`src/rtl/ysyx_24100029_stream_demux1to4.sv`:
```
// Registered 1-to-4 valid/ready dispatcher: one upstream stream steered to one of four
// one-entry output slots, with synchronous flush and an illegal-select error pulse.
module ysyx_24100029_stream_demux1to4 #(
   parameter int unsigned  DATA_WIDTH = 32,
   parameter bit           Is_One_Hot = 1'b1,
   localparam int unsigned SEL_WIDTH  = Is_One_Hot ? 4 : 2
) (
   input  logic                  clock,
   input  logic                  reset,
   input  logic                  flush,
   input  logic                  in_valid,
   output logic                  in_ready,
   input  logic [DATA_WIDTH-1:0] in_data,
   input  logic [SEL_WIDTH-1:0]  in_sel,
   output logic [3:0]            out_valid,
   input  logic [3:0]            out_ready,
   output logic [DATA_WIDTH-1:0] out_data0,
   output logic [DATA_WIDTH-1:0] out_data1,
   output logic [DATA_WIDTH-1:0] out_data2,
   output logic [DATA_WIDTH-1:0] out_data3,
   output logic                  sel_err
);

   logic [3:0]            dec_oh;
   logic                  sel_legal;
   logic [3:0]            slot_accept;
   logic                  xfer;
   logic [3:0]            load;
   logic [3:0]            valid_q, valid_d;
   logic [DATA_WIDTH-1:0] data_q [4];
   logic [DATA_WIDTH-1:0] data_d [4];
   logic                  err_q, err_d;

   if (Is_One_Hot) begin : g_dec_oh
      always_comb begin
         dec_oh    = in_sel;
         sel_legal = $onehot(in_sel);
      end
   end else begin : g_dec_bin
      always_comb begin
         dec_oh    = 4'b0001 << in_sel;
         sel_legal = 1'b1;
      end
   end

   // A slot accepts when empty or draining in the same cycle.
   assign slot_accept = ~valid_q | out_ready;

   // Illegal selects are always taken so they can be dropped and flagged.
   assign in_ready = ~flush & (~sel_legal | (|(dec_oh & slot_accept)));
   assign xfer     = in_valid & in_ready;
   assign load     = {4{xfer & sel_legal}} & dec_oh;

   always_comb begin
      valid_d = '0;
      err_d   = 1'b0;
      for (int k = 0; k < 4; k++) begin
         data_d[k] = load[k] ? in_data : data_q[k];
      end
      if (!flush) begin
         valid_d = load | (valid_q & ~out_ready);
         err_d   = xfer & ~sel_legal;
      end
   end

   always_ff @(posedge clock or posedge reset) begin
      if (reset) begin
         valid_q <= '0;
         err_q   <= 1'b0;
         for (int k = 0; k < 4; k++) begin
            data_q[k] <= '0;
         end
      end else begin
         valid_q <= valid_d;
         err_q   <= err_d;
         for (int k = 0; k < 4; k++) begin
            data_q[k] <= data_d[k];
         end
      end
   end

   assign out_valid = valid_q;
   assign out_data0 = data_q[0];
   assign out_data1 = data_q[1];
   assign out_data2 = data_q[2];
   assign out_data3 = data_q[3];
   assign sel_err   = err_q;

endmodule
```
`config.mk`:
```
export PLATFORM = sky130hd
export DESIGN_NAME = ysyx_24100029_stream_demux1to4
export DESIGN_NICKNAME = d
export VERILOG_FILES = /design/src/rtl/ysyx_24100029_stream_demux1to4.sv
export SDC_FILE = /design/constraint.sdc
export NUM_CORES = 1
export LEC_CHECK = 0
export ABC_AREA = 0
export BUFFER_PORTS_ARGS = -buffer_cell sky130_fd_sc_hd__buf_2
export CAP_MARGIN = 20
export CELL_PAD_IN_SITES_DETAIL_PLACEMENT = 1
export CELL_PAD_IN_SITES_GLOBAL_PLACEMENT = 1
export CORE_ASPECT_RATIO = 1.25
export CORE_MARGIN = 2
export CORE_UTILIZATION = 45
export DETAILED_ROUTE_END_ITERATION = 8
export PLACE_DENSITY = 0.89
export REMOVE_ABC_BUFFERS = 1
export SLEW_MARGIN = 20
export SYNTH_ARGS = -nofsm -noshare
export SYNTH_HDL_FRONTEND = slang
export SYNTH_SLANG_ARGS = --single-unit
```
`constraint.sdc`:
```
create_clock -name clock -period 10.5 [get_ports clock]
set_input_delay 2.1 -clock clock [delete_from_list [all_inputs] [get_ports clock]]
set_output_delay 2.1 -clock clock [all_outputs]
set_load 0.02 [all_outputs]
```
==> qor.txt <==
Synth warnings: 0
count of final setup violators: 0
commonest non-fill, non-tap cell in the layout: buf_2
Switching Share: 35.4%
vias per cell: 4.95
crit-path cells: buf_2 -> inv_1 -> fa_1 -> inv_1 -> ha_1 -> ha_1 -> nor3b_4 -> a31oi_1 -> buf_2
Final Max Tran Viols: 0
initial antenna violation count: 0
CP Data Required Time: 8400 ps
Clock Skews: 8.68 ps
Critical Path Start Type: input pin
sink of the worst hold path: out_data3[29]
R2R cell count: 5
first-pass GRT wire length: 22.4 mm
GRT overflow: 0
Mean Syn Cell Area: 18.9 um2
CP endpoint kind: output port
Worst Max-Slew Pin Slew: 897 ps
post-layout minimum cycle time: 6090 ps
WHS Path Cells: 1
synth-to-layout area growth: 26.6%
Power Density: 340 mW/mm2
H-tree levels: 4
largest net degree at the start of global routing: 72
final cell utilization of the core: 57.8%
pre-CTS setup slack: 4400 ps
chip width: 105 um
Hold-fix buffers, CTS: 0
Sink Count: 133
Reg power frac: 35.9%
antenna viol nets, final: 0
DRT iter0 DRCs: 99
CTS tree: done
Pre-antenna DRT Iters: 4
worst reg2reg setup slack: 8540 ps
Clock Pin Slew Worst Setup and Hold Paths: 60 ps
worst hold start: out_data3[29]
Max Clock Freq: 0.164 GHz
Post-CTS Setup Inserts: 0
sequential share of the synthesized area: 57.8%
Cells after Synth: 304
net switching power: 0.876 mW
worst-path fanout max: 6
Hold Violations, Final: 0
internal power: 1.60 mW
Setup CP Type: input pin to output port
Root Buffer: clkbuf_16
DRC: 0
Yosys reg bits: 133
Slowest Stage Delay on Critical Path: 550 ps
hold_ws: 502 ps
slew margin rel.: 40.2%
end of the worst register-to-register path: out_data0[31]
Synth cell types: 17
via count: 3339
R2R Path Start: out_valid[2]
CORE AREA: 0.0126 mm2
slowest cell on the critical path: fa_1
RSZ-0062 raised after global routing: false
WP data arrival: 3990 ps
die area: 0.0137 mm2
Post-DP HPWL: 9.27 mm
layout cells sized above 1: 69.4%
Netlist Area Pre-Place: 0.00576 mm2
DR WL/cell: 21.1 um
most frequent cells in the layout: buf_2, dfrtp_1, mux2_4, clkbuf_16, mux2_2
GRT Util Overall: 21.8%
Final nets: 540
clock buffer count from CTS: 17
die height: 130 um
register area: 0.00333 mm2
period utilization: 58.0%
setup TNS: 0 ps
hold crit path type: register to register
Comb pwr share: 38.2%
Worst-Skew Late Latency: 420 ps
Starting Density: 45.7%
number of global-route vias before repair: 3872
final wirelength: 14.2 mm
IO Port Bufs: 177
Final WS setup: 4410 ps
post_cts resized: 0
Fillers: 1246
Final Wtd Congestion: 0.774
Max Cap Viol: 0
status: finished clean
I/O Pins: 178
Lkg Pwr: 3.69 nW
power share of the clock group: 25.9%
Antenna diodes: 0
# rows: 46
multi-input logic area: 0.00217 mm2
VDD IR max: 0.143 mV
worst-case clock buffer depth: 2
==> state kept, by name, summed over array words and instances (netlist names) <==
register / cells
out_valid: 4
out_data2: 32
out_data1: 32
out_data0: 32
sel_err: 1
out_data3: 32
==> cell type report <==
| cell class | count | share of cell area [%] |
|---|---|---|
| repair buffers | 182 | 12.7 |
| clock buffers | 21 | 6.32 |
| flip-flops and latches | 133 | 45.7 |
| multi-input cells | 153 | 29.7 |
| clock inverters | 11 | 2.39 |
| inverters | 6 | 0.343 |
| well taps | 168 | 2.88 |
==> power by group through the flow <==
stage / registers, mW / clock network [mW] / logic, mW
2_1_floorplan: 1.15 / 0 / 0.339
3_3_place_gp: 0.871 / 0 / 0.922
3_5_place_dp: 0.888 / 0 / 0.952
4_1_cts: 0.893 / 0.650 / 0.961
5_1_grt: 0.916 / 0.675 / 0.998
6_report: 0.890 / 0.640 / 0.947
==> worst max-delay path, delay by kind of cell <==
family,cells,cell delay (ps)
AOI/OAI and AO/OA,1,140
buffers and inverters,4,430
and+or+nand+nor,1,300
adders and majority gates,3,1030
==> per-stage QoR <==
step / cell area, um2 / cells / power [mW]
floorplan: 5520 / 292 / 1.49
global placement: 6650 / 642 / 1.79
detailed placement: 6650 / 642 / 1.84
CTS: 7290 / 674 / 2.50
global route: 7290 / 674 / 2.59
finish: 7290 / 674 / 2.48
==> cell families after synthesis <==
kind of cell             Yosys count  synth area share (%)
AO/OA/AOI/OAI                     11                  2.33
adder cells (fa/ha/maj)            3                 0.782
multiplexers                     128                  32.9
buffers and inverters             18                  4.56
flip-flops                       133                  57.8
AND/OR/NAND/NOR                   11                  1.65
==> synth_stat cells <==
master	number	share of area, %
mux2_4	120	31
ha_1	2	0.43
nand2b_4	2	0.48
nand3_1	4	0.35
nor3b_4	1	0.33
nand2b_1	2	0.22
dfrtp_1	133	58
and2b_1	1	0.13
a21oi_4	4	1.1
inv_1	6	0.39
and2b_2	1	0.15
fa_1	1	0.35
a31oi_1	1	0.11
buf_12	12	4.2
a22oi_4	2	0.74
mux2_2	8	1.6
a21oi_1	4	0.35
==> routing by layer <==
layer | global-route usage [%] | part of all wire (%)
met1 | 24.4 | 38
met2 | 40.4 | 56
met5 | 0 | 0
met3 | 5.95 | 4.3
met4 | 7.06 | 1.3
==> worst max-delay path by stage <==
| stage | start | endpoint | cells past startpoint |
|---|---|---|---|
| floorplan | in_sel[0] | in_ready | 7 |
| global placement | in_sel[0] | in_ready | 9 |
| detailed placement | in_sel[0] | in_ready | 9 |
| CTS | in_sel[0] | in_ready | 9 |
| global route | in_sel[0] | in_ready | 9 |
| finish | in_sel[0] | in_ready | 9 |
Note: power is estimated with default switching activity, not from simulation.
